<file path="src/rtl/bram_stream_reader.sv">
`default_nettype none
// ==========================================================================
// Module   : bram_stream_reader
// Purpose  : Port-B BRAM range reader streaming words out over valid/ready.
// Revision : 1.0 - initial release
// ==========================================================================
module bram_stream_reader #(
    parameter int ADDR_W     = 32,
    parameter int DATA_W     = 32,
    parameter int CNT_W      = 16,
    parameter int RD_LAT     = 1,
    parameter int ADDR_STEP  = 1,
    parameter int FIFO_DEPTH = 4
) (
    input  logic                clkb,
    input  logic                rstb,
    input  logic                start,
    input  logic [ADDR_W-1:0]   base_addr,
    input  logic [CNT_W-1:0]    count,
    output logic                busy,
    output logic                done,
    output logic [ADDR_W-1:0]   addrb,
    output logic                enb,
    output logic [DATA_W/8-1:0] web,
    output logic [DATA_W-1:0]   dinb,
    input  logic [DATA_W-1:0]   doutb,
    output logic [DATA_W-1:0]   m_data,
    output logic                m_valid,
    input  logic                m_ready,
    output logic                m_last
);

    localparam int c_PW    = $clog2(FIFO_DEPTH);
    localparam int c_OCC_W = $clog2(FIFO_DEPTH + RD_LAT + 2) + 1;

    localparam logic [1:0] c_IDLE  = 2'd0;
    localparam logic [1:0] c_READ  = 2'd1;
    localparam logic [1:0] c_DRAIN = 2'd2;

    logic [1:0]        r_state;
    logic              r_busy;
    logic              r_done;
    logic [ADDR_W-1:0] r_addrb;
    logic              r_enb;
    logic              r_enb_last;
    logic [CNT_W-1:0]  r_remain;
    logic [RD_LAT-1:0] r_vpipe;
    logic [RD_LAT-1:0] r_lpipe;

    logic [DATA_W-1:0] r_mem_d [FIFO_DEPTH];
    logic              r_mem_l [FIFO_DEPTH];
    logic [c_PW-1:0]   r_wptr;
    logic [c_PW-1:0]   r_rptr;
    logic [c_PW:0]     r_fcnt;
    logic [DATA_W-1:0] r_m_data;
    logic              r_m_valid;
    logic              r_m_last;

    logic [1:0]         w_state_nxt;
    logic               w_busy_nxt;
    logic               w_done_nxt;
    logic [ADDR_W-1:0]  w_addrb_nxt;
    logic               w_enb_nxt;
    logic               w_enb_last_nxt;
    logic [CNT_W-1:0]   w_remain_nxt;
    logic [c_OCC_W-1:0] w_inflight;
    logic [c_OCC_W-1:0] w_occ;
    logic               w_credit_ok;
    logic               w_push;
    logic               w_push_last;
    logic               w_pop;
    logic               w_load;
    logic               w_fifo_wr;
    logic               w_fifo_rd;

    assign busy    = r_busy;
    assign done    = r_done;
    assign addrb   = r_addrb;
    assign enb     = r_enb;
    assign web     = '0;
    assign dinb    = '0;
    assign m_data  = r_m_data;
    assign m_valid = r_m_valid;
    assign m_last  = r_m_last;

    assign w_push      = r_vpipe[RD_LAT-1];
    assign w_push_last = r_lpipe[RD_LAT-1];
    assign w_pop       = r_m_valid & m_ready;
    assign w_load      = ~r_m_valid | w_pop;
    assign w_fifo_rd   = w_load & (r_fcnt != '0);
    assign w_fifo_wr   = w_push & ~(w_load & (r_fcnt == '0));
    assign w_occ       = c_OCC_W'(r_fcnt) + c_OCC_W'(r_m_valid);

    // A slot freed by this cycle's pop is counted as credit; the new read lands later.
    always_comb begin
        w_inflight = c_OCC_W'(r_enb);
        for (int i = 0; i < RD_LAT; i++) begin
            w_inflight = w_inflight + c_OCC_W'(r_vpipe[i]);
        end
        w_credit_ok = (w_inflight + w_occ - c_OCC_W'(w_pop)) < c_OCC_W'(FIFO_DEPTH);
    end

    always_comb begin
        w_state_nxt    = r_state;
        w_busy_nxt     = r_busy;
        w_done_nxt     = 1'b0;
        w_addrb_nxt    = r_addrb;
        w_enb_nxt      = 1'b0;
        w_enb_last_nxt = 1'b0;
        w_remain_nxt   = r_remain;
        case (r_state)
            c_IDLE: begin
                if (start) begin
                    if (count == '0) begin
                        w_done_nxt = 1'b1;
                    end else begin
                        w_enb_nxt      = 1'b1;
                        w_enb_last_nxt = (count == CNT_W'(1));
                        w_addrb_nxt    = base_addr;
                        w_remain_nxt   = count - CNT_W'(1);
                        w_busy_nxt     = 1'b1;
                        w_state_nxt    = (count == CNT_W'(1)) ? c_DRAIN : c_READ;
                    end
                end
            end
            c_READ: begin
                if (w_credit_ok) begin
                    w_enb_nxt      = 1'b1;
                    w_enb_last_nxt = (r_remain == CNT_W'(1));
                    w_addrb_nxt    = r_addrb + ADDR_W'(ADDR_STEP);
                    w_remain_nxt   = r_remain - CNT_W'(1);
                    if (r_remain == CNT_W'(1)) begin
                        w_state_nxt = c_DRAIN;
                    end
                end
            end
            c_DRAIN: begin
                if (w_pop && r_m_last) begin
                    w_done_nxt  = 1'b1;
                    w_busy_nxt  = 1'b0;
                    w_state_nxt = c_IDLE;
                end
            end
            default: w_state_nxt = c_IDLE;
        endcase
    end

    always_ff @(posedge clkb or posedge rstb) begin
        if (rstb) begin
            r_state    <= c_IDLE;
            r_busy     <= 1'b0;
            r_done     <= 1'b0;
            r_addrb    <= '0;
            r_enb      <= 1'b0;
            r_enb_last <= 1'b0;
            r_remain   <= '0;
            r_vpipe    <= '0;
            r_lpipe    <= '0;
        end else begin
            r_state    <= w_state_nxt;
            r_busy     <= w_busy_nxt;
            r_done     <= w_done_nxt;
            r_addrb    <= w_addrb_nxt;
            r_enb      <= w_enb_nxt;
            r_enb_last <= w_enb_last_nxt;
            r_remain   <= w_remain_nxt;
            r_vpipe[0] <= r_enb;
            r_lpipe[0] <= r_enb_last;
            for (int i = 1; i < RD_LAT; i++) begin
                r_vpipe[i] <= r_vpipe[i-1];
                r_lpipe[i] <= r_lpipe[i-1];
            end
        end
    end

    always_ff @(posedge clkb) begin
        if (w_fifo_wr) begin
            r_mem_d[r_wptr] <= doutb;
            r_mem_l[r_wptr] <= w_push_last;
        end
    end

    // Output register is the FIFO head; words bypass the array only when it is empty.
    always_ff @(posedge clkb or posedge rstb) begin
        if (rstb) begin
            r_wptr    <= '0;
            r_rptr    <= '0;
            r_fcnt    <= '0;
            r_m_data  <= '0;
            r_m_valid <= 1'b0;
            r_m_last  <= 1'b0;
        end else begin
            if (w_fifo_wr) begin
                r_wptr <= r_wptr + c_PW'(1);
            end
            if (w_fifo_rd) begin
                r_rptr <= r_rptr + c_PW'(1);
            end
            case ({w_fifo_wr, w_fifo_rd})
                2'b10:   r_fcnt <= r_fcnt + (c_PW+1)'(1);
                2'b01:   r_fcnt <= r_fcnt - (c_PW+1)'(1);
                default: r_fcnt <= r_fcnt;
            endcase
            if (w_load) begin
                if (r_fcnt != '0) begin
                    r_m_data  <= r_mem_d[r_rptr];
                    r_m_last  <= r_mem_l[r_rptr];
                    r_m_valid <= 1'b1;
                end else if (w_push) begin
                    r_m_data  <= doutb;
                    r_m_last  <= w_push_last;
                    r_m_valid <= 1'b1;
                end else begin
                    r_m_last  <= 1'b0;
                    r_m_valid <= 1'b0;
                end
            end
        end
    end

`ifndef SYNTHESIS
    a_no_overflow: assert property (@(posedge clkb) disable iff (rstb)
        !(w_push && !w_pop && (w_occ == c_OCC_W'(FIFO_DEPTH))));
`endif

endmodule
`default_nettype wire

</file>
<file path="config.mk">
export PLATFORM = sky130hd
export DESIGN_NAME = bram_stream_reader
export DESIGN_NICKNAME = d
export VERILOG_FILES = /design/src/rtl/bram_stream_reader.sv
export SDC_FILE = /design/constraint.sdc
export NUM_CORES = 1
export LEC_CHECK = 0
export ABC_AREA = 1
export CORE_AREA = 4 4 114 224
export DETAILED_ROUTE_END_ITERATION = 10
export DIE_AREA = 0 0 118 228
export GPL_ROUTABILITY_DRIVEN = 0
export GPL_TIMING_DRIVEN = 0
export PLACE_DENSITY_LB_ADDON = 0.25
export SLEW_MARGIN = 10
export SYNTH_ARGS = -nofsm -noshare
export SYNTH_HDL_FRONTEND = slang
export SYNTH_SLANG_ARGS = --single-unit
</file>
<file path="constraint.sdc">
create_clock -name clkb -period 5.1 [get_ports clkb]
set_input_delay 0.765 -clock clkb [delete_from_list [all_inputs] [get_ports clkb]]
set_output_delay 0.765 -clock clkb [all_outputs]
set_load 0.005 [all_outputs]
</file>
; ---- Yosys cells after proc, flatten, opt, wreduce, memory -nomap -nowiden
; Memory sizes are Yosys's and may differ from the RTL's.
; Cells that the tools add are included.
[totals]
ff_bits = 97
ram_bits = 132
input_bits = 84
elab_cells = 100
n_memories = 2
[op_classes]
addsub = 11
n_lt_le_gt_ge = 1
n_eq_ne = 11
n_mux = 40
bitwise_logic = 7
n_reduce_logical = 13
[memory_table]
columns = memory, depth, word_bits, read_ports, rd_ports_with_merged_regs, write_ports, line_no
row1 = r_mem_d, 4, 32, 1, 0, 1, 50  ; logic [DATA_W-1:0] r_mem_d [FIFO_DEPTH];
row2 = r_mem_l, 4, 1, 1, 0, 1, 51  ; logic r_mem_l [FIFO_DEPTH];
[op_table]
columns = cell, n
row1 = $mux W32, 5
row2 = $pmux W32 S2, 1
row3 = $mux W16, 3
row4 = $add A32 B1 Y32 const B, 1
row5 = $eq A16 B1 Y1 const B, 2
row6 = $pmux W16 S2, 1
row7 = $sub A16 B1 Y16 const B, 2
row8 = $mux W1, 18
row9 = $logic_not A16 Y1, 1
row10 = $mux W2, 6
row11 = $ne A2 B2 Y1 const B, 5
row12 = $pmux W1 S2, 4
row13 = $reduce_and A4 Y1, 2
row14 = $reduce_bool A2 Y1, 4
row15 = $pmux W2 S3, 1
row16 = $pmux W3 S2, 1
row17 = $reduce_and A5 Y1, 1
row18 = $add A2 B1 Y2 const B, 2
row19 = $add A2 B4 Y4, 1
row20 = $add A3 B1 Y4, 1
row21 = $and A1 B1 Y1, 4
row22 = $eq A2 B1 Y1 const B, 2
row23 = $eq A2 B2 Y1 const B, 2
row24 = $lt A4 B3 Y1 const B, 1
row25 = other kinds (11), 12

; ---- Logic depth before layout (Yosys ltp)
; Gate-level depths: netlist of run 1.
[logic_depth]
depth_word = 7
ltp_mapped = 15

; ---- Worst setup path before layout of run 1
; Ideal clock, no wire load.
[synth_timing]
path_type = input -> register
start = input m_ready
end = memory r_mem_d[0][0], enable pin
setup_time_ps = 423
arrival_ps = 2746
t_required_ps = 4677
slack_ps = 1931
cell_stages = 4
path_buffers = 0
cell_sequence = or2_2 > inv_1 > o21ai_2 > nor2_1
[synth_via]
elab_chain_len = 7
[synth_rtl]
columns = element, line_no
row1 = start: declaration, 29  ; input logic m_ready,
row2 = $and A1 B1 Y1, 88  ; assign w_pop = r_m_valid & m_ready;
row3 = $or A1 B1 Y1, 89  ; assign w_load = ~r_m_valid | w_pop;
row4 = $and A1 B1 Y1, 91  ; assign w_fifo_wr = w_push & ~(w_load & (r_fcnt == '0));
row5 = $not A1 Y1, 91
row6 = $and A1 B1 Y1, 91
row7 = $mux W1, 177  ; if (w_fifo_wr) begin
row8 = $mux W1 (implied by the code), 178  ; r_mem_d[r_wptr] <= doutb;
row9 = end: declaration, 50
; No other way between the ends.

; ---- Worst setup path after layout of run 1
[layout_timing]
start = register r_fcnt[0]
end = register r_fcnt[2]
[layout_via]
elab_chain_len = 6
elab_cells_between_ends = 12
[layout_rtl]
columns = element, line_no
row1 = start: declaration, 54  ; logic [c_PW:0] r_fcnt;
row2 = start signal: assignment, 200  ; 2'b10: r_fcnt <= r_fcnt + (c_PW+1)'(1);
row3 = start signal: assignment, 201  ; 2'b01: r_fcnt <= r_fcnt - (c_PW+1)'(1);
row4 = start signal: assignment, 202  ; default: r_fcnt <= r_fcnt;
row5 = $logic_not A3 Y1, 91
row6 = $and A1 B1 Y1, 91
row7 = $not A1 Y1, 91
row8 = $and A1 B1 Y1, 91
row9 = $eq A2 B1 Y1 or $eq A2 B2 Y1 (tied branches), 199  ; case ({w_fifo_wr, w_fifo_rd})
row10 = $pmux W3 S2 or $reduce_bool A2 Y1 (tied branches), n/a
; Parallel ways exist; a longest one is shown, timed or not.
; A chain may end at the register's enable or synchronous reset.

==> results.py, run 1 <==
metrics = {
    "pwr": {
        "finalPower_mw": 8.18,
        "pwr-share-seq": 0.333,
        "p_sw_mw": 3.39,
        "p_comb_frac": 0.468,
        "cellInternalPower_mw": 4.79,
        "p_sw_frac": 0.414,
        "pwr-share-clk": 0.199,
        "leakagePower_nw": 6.01,
        "powerDensity_nw_per_um2": 561,
        "irDropWorstVdd_mv": 0.695,
    },
    "final_layout": {
        "postLayoutCellArea_um2": 14600,
        "final_common_cell": "nand2_1",
        "areaGrowthSynthToFinish_pct": 24.8,
        "num_antenna_cells": 0,
        "finish.utilization": 0.612,
        "final_cell_mix": "341 x nand2_1, 243 x nor2_1, 172 x o21ai_0",
        "layout.nets": 1682,
        "drive_gt1_frac": 0.0851,
    },
    "drt": {
        "via_per_inst": 5.31,
        "vias": 10000,
        "first_iter_violations": 672,
        "wirelength_mm": 33.2,
        "wl_per_cell_um": 17.6,
        "ant_nets": 0,
        "drt_pass1_iterations": 5,
        "drc": 0,
    },
    "sta": {
        "fmax_mhz": 335,
        "setup_slack_ps": 2110,
        "worst_clock_skew_ps": 14.7,
        "rsz0062_at_grt": "false",
        "period_share": 0.586,
        "hold_viol": 0,
        "maxSlewHeadroom": 0.469,
        "timing.hold.ws_ps": 351,
        "setup_viol": 0,
        "worst_slew_pin_slew_ps": 796,
        "min_period_ps": 2990,
        "maxSlewViolCount": 0,
    },
    "placement": {
        "place_area_um2": 13900,
        "hpwlAfterDp_mm": 24.9,
        "dp_slack_ps": 1580,
        "port_buffers": 152,
    },
    "clock_network": {
        "cts.sinks": 229,
        "clk_latency_ps": 510,
        "cts_setup_buffers": 0,
        "cts_tree": "built",
        "clockRootBuffer": "clkbuf_16",
        "cts-buffers-inserted": 22,
        "clkSlewWorstSetupHoldPaths_ps": 60,
        "cts-resized-gates": 0,
        "htree_levels": 1,
        "cts_hold_buffers": 0,
        "max-clock-path-buffers": 3,
    },
    "setup_path": {
        "critPathKind": "reg2reg",
        "start_kind": "flop",
        "r2r_cells": 9,
        "r2r_setup_slack_ps": 2110,
        "critPathMaxStageDelay_ps": 570,
        "arrival_ps": 3360,
        "worst-endpoint-required_ps": 5480,
        "r2r_end": "r_fcnt[2]$_DFFE_PP0P_",
        "worstPathMaxFanout": 8,
        "r2r_start": "r_fcnt[0]$_DFFE_PP0P_",
        "worst_setup_path_end_kind": "flop",
        "cp_slowest_cell": "o21ai_2",
        "crit_chain": "nor3_4, inv_2, o21ai_2, ha_1, inv_1, fa_1, a21oi_1, o21ai_0, xor2_1",
    },
    "floorplanning": {
        "core_um2": 23800,
        "die_w_um": 118,
        "initial_utilization": 0.490,
        "die_h_um": 228,
        "dieArea_um2": 26900,
        "num_rows": 80,
        "ios": 189,
    },
    "global_route": {
        "grt_util_all_layers": 0.244,
        "grt.overflow.total": 0,
        "grt_max_degree": 64,
        "antenna_found_initial": 0,
        "grt_pass1_vias": 9892,
        "grt_pass1_wl_mm": 52.2,
    },
    "hold_path": {
        "hp-class": "reg2reg",
        "hp-start": "r_enb_last$_DFF_PP0_",
        "worstHoldPathCells": 0,
        "whs_endpoint": "r_lpipe$_DFF_PP0_",
    },
    "status": {
        "outcome": "finished clean",
    },
    "logic_synthesis": {
        "ys_seq_area_frac": 0.547,
        "syn_area_um2": 11700,
        "async_flop_share": 0.424,
        "syn_area_per_cell_um2": 8.55,
        "ys_warn_count": 0,
        "yosys_most_used_dff": "edfxtp_1",
        "synth_edf_count": 132,
        "synth_seq_cells": 229,
        "synthCells": 1366,
        "ys_types": 38,
    },
    "flow_run": {
        "maxCapViolations": 0,
    },
}
==> power by group through the flow <==
stage	registers, mW	logic (mW)	clock network [mW]
after global routing	2.77	4.27	1.73
after CTS	2.72	3.85	1.64
after detailed placement	2.75	3.83	0
final	2.72	3.83	1.63
after floorplan	2.71	2.30	0
after global placement	2.76	3.68	0
==> per-stage QoR <==
step | std cells | setup TNS (ps)
2_1_floorplan | 1401 | 0
3_3_place_gp | 1840 | -23460
3_5_place_dp | 1845 | 0
4_1_cts | 1885 | 0
5_1_grt | 1885 | 0
6_report | 1885 | 0
==> cell type report <==
class | instances | area, µm²
Timing Repair Buffer | 157 | 1660
Buffer | 90 | 537
Sequential cell | 229 | 6390
Tap cell | 287 | 359
Multi-Input combinational cell | 1006 | 4620
Clock inverter | 11 | 108
Clock buffer | 29 | 608
Fill cell | 2102 | 9250
Inverter | 76 | 290
==> state kept, by name (all words and copies together), names as in the netlist, 3 cells and up <==
signal / flops
addrb: 32
m_data: 32
r_fcnt: 3
r_mem_d: 128
r_mem_l: 4
r_remain: 16
==> cell usage after synthesis, types with 7 or more instances <==
cell        n  share of area
a21oi_1    18         0.0077
buf_2      17         0.0073
buf_4      41          0.026
clkbuf_1   28         0.0090
dfrtp_1    97           0.21
edfxtp_1  132           0.34
ha_1       14          0.015
inv_1      72          0.023
nand2_1   341           0.11
nand3_1    84          0.036
nand3b_1   16          0.010
nor2_1    247          0.079
o21ai_0   172          0.074
o21ai_1    20         0.0086
o22ai_1     7         0.0038
or2_2       8         0.0043
xor2_1      9         0.0068
==> worst max-delay path by stage <==
stage	from	cells past startpoint	to
6_report	r_fcnt[0]$_DFFE_PP0P_	9	r_fcnt[2]$_DFFE_PP0P_
3_5_place_dp	m_ready	14	addrb[31]$_DFFE_PP0P_
2_1_floorplan	rstb	1	addrb[0]$_DFFE_PP0P_
5_1_grt	r_fcnt[0]$_DFFE_PP0P_	9	r_fcnt[2]$_DFFE_PP0P_
3_3_place_gp	rstb	2	r_remain[0]$_DFFE_PP0P_
4_1_cts	m_ready	13	addrb[13]$_DFFE_PP0P_
==> layer usage <==
layer / vias up / wire, µm / global-route usage
met3: 111 / 1740 / 0.0250
met1: 4601 / 11000 / 0.245
met4: 0 / 1930 / 0.134
li1: 4870 / - / -
met5: - / 0 / 0
met2: 422 / 18500 / 0.479
==> worst max-delay path: cells and delay by family (launching register included) <==
| family | cells | cell delay (ps) |
|---|---|---|
| DFF | 1 | 460 |
| xor gates and xnor gates | 1 | 150 |
| buffers and inverters | 2 | 260 |
| adders and majority gates | 2 | 640 |
| AOI/OAI and AO/OA | 3 | 820 |
| and+or+nand+nor | 1 | 520 |
==> cells by family after synthesis <==
| logic type | after synthesis | share of synthesized area |
|---|---|---|
| AND/OR/NAND/NOR | 717 | 0.255 |
| adder cells (fa/ha/maj) | 16 | 0.0184 |
| flip-flops | 229 | 0.547 |
| AO/OA/AOI/OAI | 225 | 0.0995 |
| other | 2 | 0.000643 |
| XOR/XNOR | 11 | 0.00825 |
| buffers and inverters | 166 | 0.0704 |
Power figures use the tool's default switching activity.
==> run 2, diff against run 1 <==
--- a/config.mk
+++ b/config.mk
@@ -6,9 +6,9 @@
 export NUM_CORES = 1
 export LEC_CHECK = 0
 export ABC_AREA = 1
-export CORE_AREA = 4 4 114 224
+export CORE_AREA = 4 4 115 226
 export DETAILED_ROUTE_END_ITERATION = 10
-export DIE_AREA = 0 0 118 228
+export DIE_AREA = 0 0 119 230
 export GPL_ROUTABILITY_DRIVEN = 0
 export GPL_TIMING_DRIVEN = 0
 export PLACE_DENSITY_LB_ADDON = 0.25
==> constraint.sdc (replaced) <==
create_clock -name clkb -period 2.5 [get_ports clkb]
set_input_delay 0.375 -clock clkb [delete_from_list [all_inputs] [get_ports clkb]]
set_output_delay 0.375 -clock clkb [all_outputs]
set_load 0.005 [all_outputs]
==> run 2 against run 1 <==
  * Power is 110% higher
  * Maximum frequency is 26% higher
  * Utilization is 1.0 points lower
  * Clock skew hardly changed
  * Sequential power is 100% higher
  * Final area is 0.82% higher
  * Routed wire length is 0.64% higher
  * Non-clock buffer count is 5 higher
  * Largest cell class unchanged
  * Highest routed layer unchanged
==> results.py, run 2 (same netlist as run 1, synthesis figures left out) <==
metrics = {
    "global_route": {
        "grt_util_all_layers": 0.242,
        "antenna_found_initial": 0,
        "grt_max_degree": 34,
        "grt_pass1_vias": 9973,
        "grt_pass1_wl_mm": 52.3,
        "grt.overflow.total": 0,
    },
    "hold_path": {
        "hp-class": "in2async",
    },
    "floorplanning": {
        "die_h_um": 230,
        "dieArea_um2": 27400,
        "num_rows": 81,
        "die_w_um": 119,
        "core_um2": 24400,
        "initial_utilization": 0.478,
        "ios": 189,
    },
    "placement": {
        "hpwlAfterDp_mm": 25.6,
        "dp_slack_ps": -586,
        "dp_cells": 1892,
        "port_buffers": 152,
        "place_area_um2": 14000,
    },
    "drt": {
        "drc": 0,
        "ant_nets": 0,
        "wirelength_mm": 33.4,
        "wl_per_cell_um": 17.3,
        "drt_pass1_iterations": 7,
        "first_iter_violations": 503,
        "vias": 9928,
        "via_per_inst": 5.14,
    },
    "setup_path": {
        "critPathKind": "reg2reg",
        "arrival_ps": 2800,
        "cp_common_cell": "nand2_1",
        "cp_slowest_cell": "dfrtp_1",
        "worst_setup_path_end_kind": "flop",
        "worstPathMaxFanout": 10,
        "crit_chain": "inv_1, or2_4, inv_2, fa_1, ha_1, nand3_1, nand2_1, nand2_1, nand2_1, nand3_4, nand2_4, buf_12, buf_8, nand2_1, o21ai_1",
        "worst-endpoint-required_ps": 2930,
        "r2r_setup_slack_ps": 130,
        "critPathMaxStageDelay_ps": 400,
        "start_kind": "flop",
    },
    "sta": {
        "setup_viol": 0,
        "fmax_mhz": 422,
        "rsz0062_at_grt": "true",
        "hold_viol": 0,
        "min_period_ps": 2370,
        "worst_clock_skew_ps": 14.2,
        "maxSlewViolCount": 0,
        "period_share": 0.947,
        "setup_slack_ps": 132,
        "maxSlewHeadroom": 0.431,
        "worst_slew_pin_slew_ps": 854,
    },
    "final_layout": {
        "stdcell_count": 1931,
        "nFillCells": 2128,
        "regMostFlops": "r_mem_d",
        "largest_reg_flops": 128,
        "layout.nets": 1686,
        "areaGrowthSynthToFinish_pct": 25.9,
        "drive_gt1_frac": 0.0913,
        "num_antenna_cells": 0,
        "multi_input_area_um2": 4650,
        "final_cell_mix": "341 x nand2_1, 242 x nor2_1, 172 x o21ai_0",
        "postLayoutCellArea_um2": 14700,
        "seq_area_um2": 6390,
        "final_common_cell": "nand2_1",
    },
    "clock_network": {
        "clkSlewWorstSetupHoldPaths_ps": 70,
        "clockRootBuffer": "clkbuf_16",
        "cts-buffers-inserted": 21,
        "htree_levels": 1,
        "clk_latency_ps": 510,
        "cts.sinks": 229,
        "max-clock-path-buffers": 3,
        "cts_hold_buffers": 0,
        "cts_tree": "built",
    },
    "pwr": {
        "irDropWorstVdd_mv": 1.17,
        "leakagePower_nw": 6.01,
        "powerDensity_nw_per_um2": 1150,
    },
    "status": {
        "outcome": "finished clean",
    },
    "flow_run": {
        "maxCapViolations": 0,
    },
}
## run 2: changes by cell type in the layout (fill, tap and decap cells not counted), sizes merged
cell / change
clkinv: -2
clkbuf: -5
buf: +4
clkinvlp: +4
## run 2: final timing paths
| check | depth (start not counted) | end | from |
|---|---|---|---|
| max | 15 | addrb[5]$_DFFE_PP0P_ | m_valid$_DFFE_PP0P_ |
| max reg2reg | 15 | addrb[5]$_DFFE_PP0P_ | m_valid$_DFFE_PP0P_ |
| min reg2reg | 0 | r_lpipe$_DFF_PP0_ | r_enb_last$_DFF_PP0_ |
| min in group clkb | 0 | r_lpipe$_DFF_PP0_ | r_enb_last$_DFF_PP0_ |
| min | 2 | addrb[12]$_DFFE_PP0P_ | rstb |
| max in group asynchronous | 4 | m_data[1]$_DFFE_PP0P_ | rstb |
## run 2: layout make-up
class / count / share of cell area
Buffer: 90 / 0.0387
Clock buffer: 23 / 0.0370
Clock inverter: 13 / 0.00783
Inverter: 76 / 0.0197
Multi-Input combinational cell: 1006 / 0.316
Sequential cell: 229 / 0.435
Tap cell: 332 / 0.0283
Timing Repair Buffer: 162 / 0.117
## run 2: through the flow
step / TNS, ps / power, mW / hold WS [ps] / util
finish: 0 / 16.9 / 274 / 0.602
global route: -17.2 / 18.1 / 306 / 0.602
CTS: 0 / 16.7 / 266 / 0.600
detailed placement: -37000 / 13.5 / 341 / 0.571
global placement: -300340 / 13.2 / 335 / 0.563
floorplan: -36830 / 10.2 / 331 / -
## run 2: repair_timing
| item | CTS | global route |
|---|---|---|
| setup buffers | 2 | 1 |
| pin swaps | 1 | 2 |
| endpoints found under the setup margin | 48 | 46 |
| cloned | 0 | 0 |
| gates resized for setup | 3 | 15 |
## run 2: routing by layer
| layer | vias to the layer above | wire, µm | part of all wire | track usage |
|---|---|---|---|---|
| li1 | 4871 | - | - | - |
| met1 | 4656 | 11300 | 0.34 | 0.238 |
| met2 | 327 | 19200 | 0.58 | 0.484 |
| met3 | 74 | 1340 | 0.040 | 0.0268 |
| met4 | 0 | 1550 | 0.046 | 0.117 |
| met5 | - | 0 | 0 | 0 |
## run 2: report_power, final
part	internal [mW]	total, mW	switching [mW]
clock network	1.70	3.15	1.46
registers	4.97	5.57	0.604
logic	3.23	8.16	4.93
## run 2: critical path, delay by kind of cell, from the launching register on
family | cells | cell delay [ps]
AO/OA/AOI/OAI | 1 | 80
AND/OR/NAND/NOR | 8 | 720
buffers and inverters | 4 | 440
flip-flops | 1 | 400
adder cells (fa/ha/maj) | 2 | 640
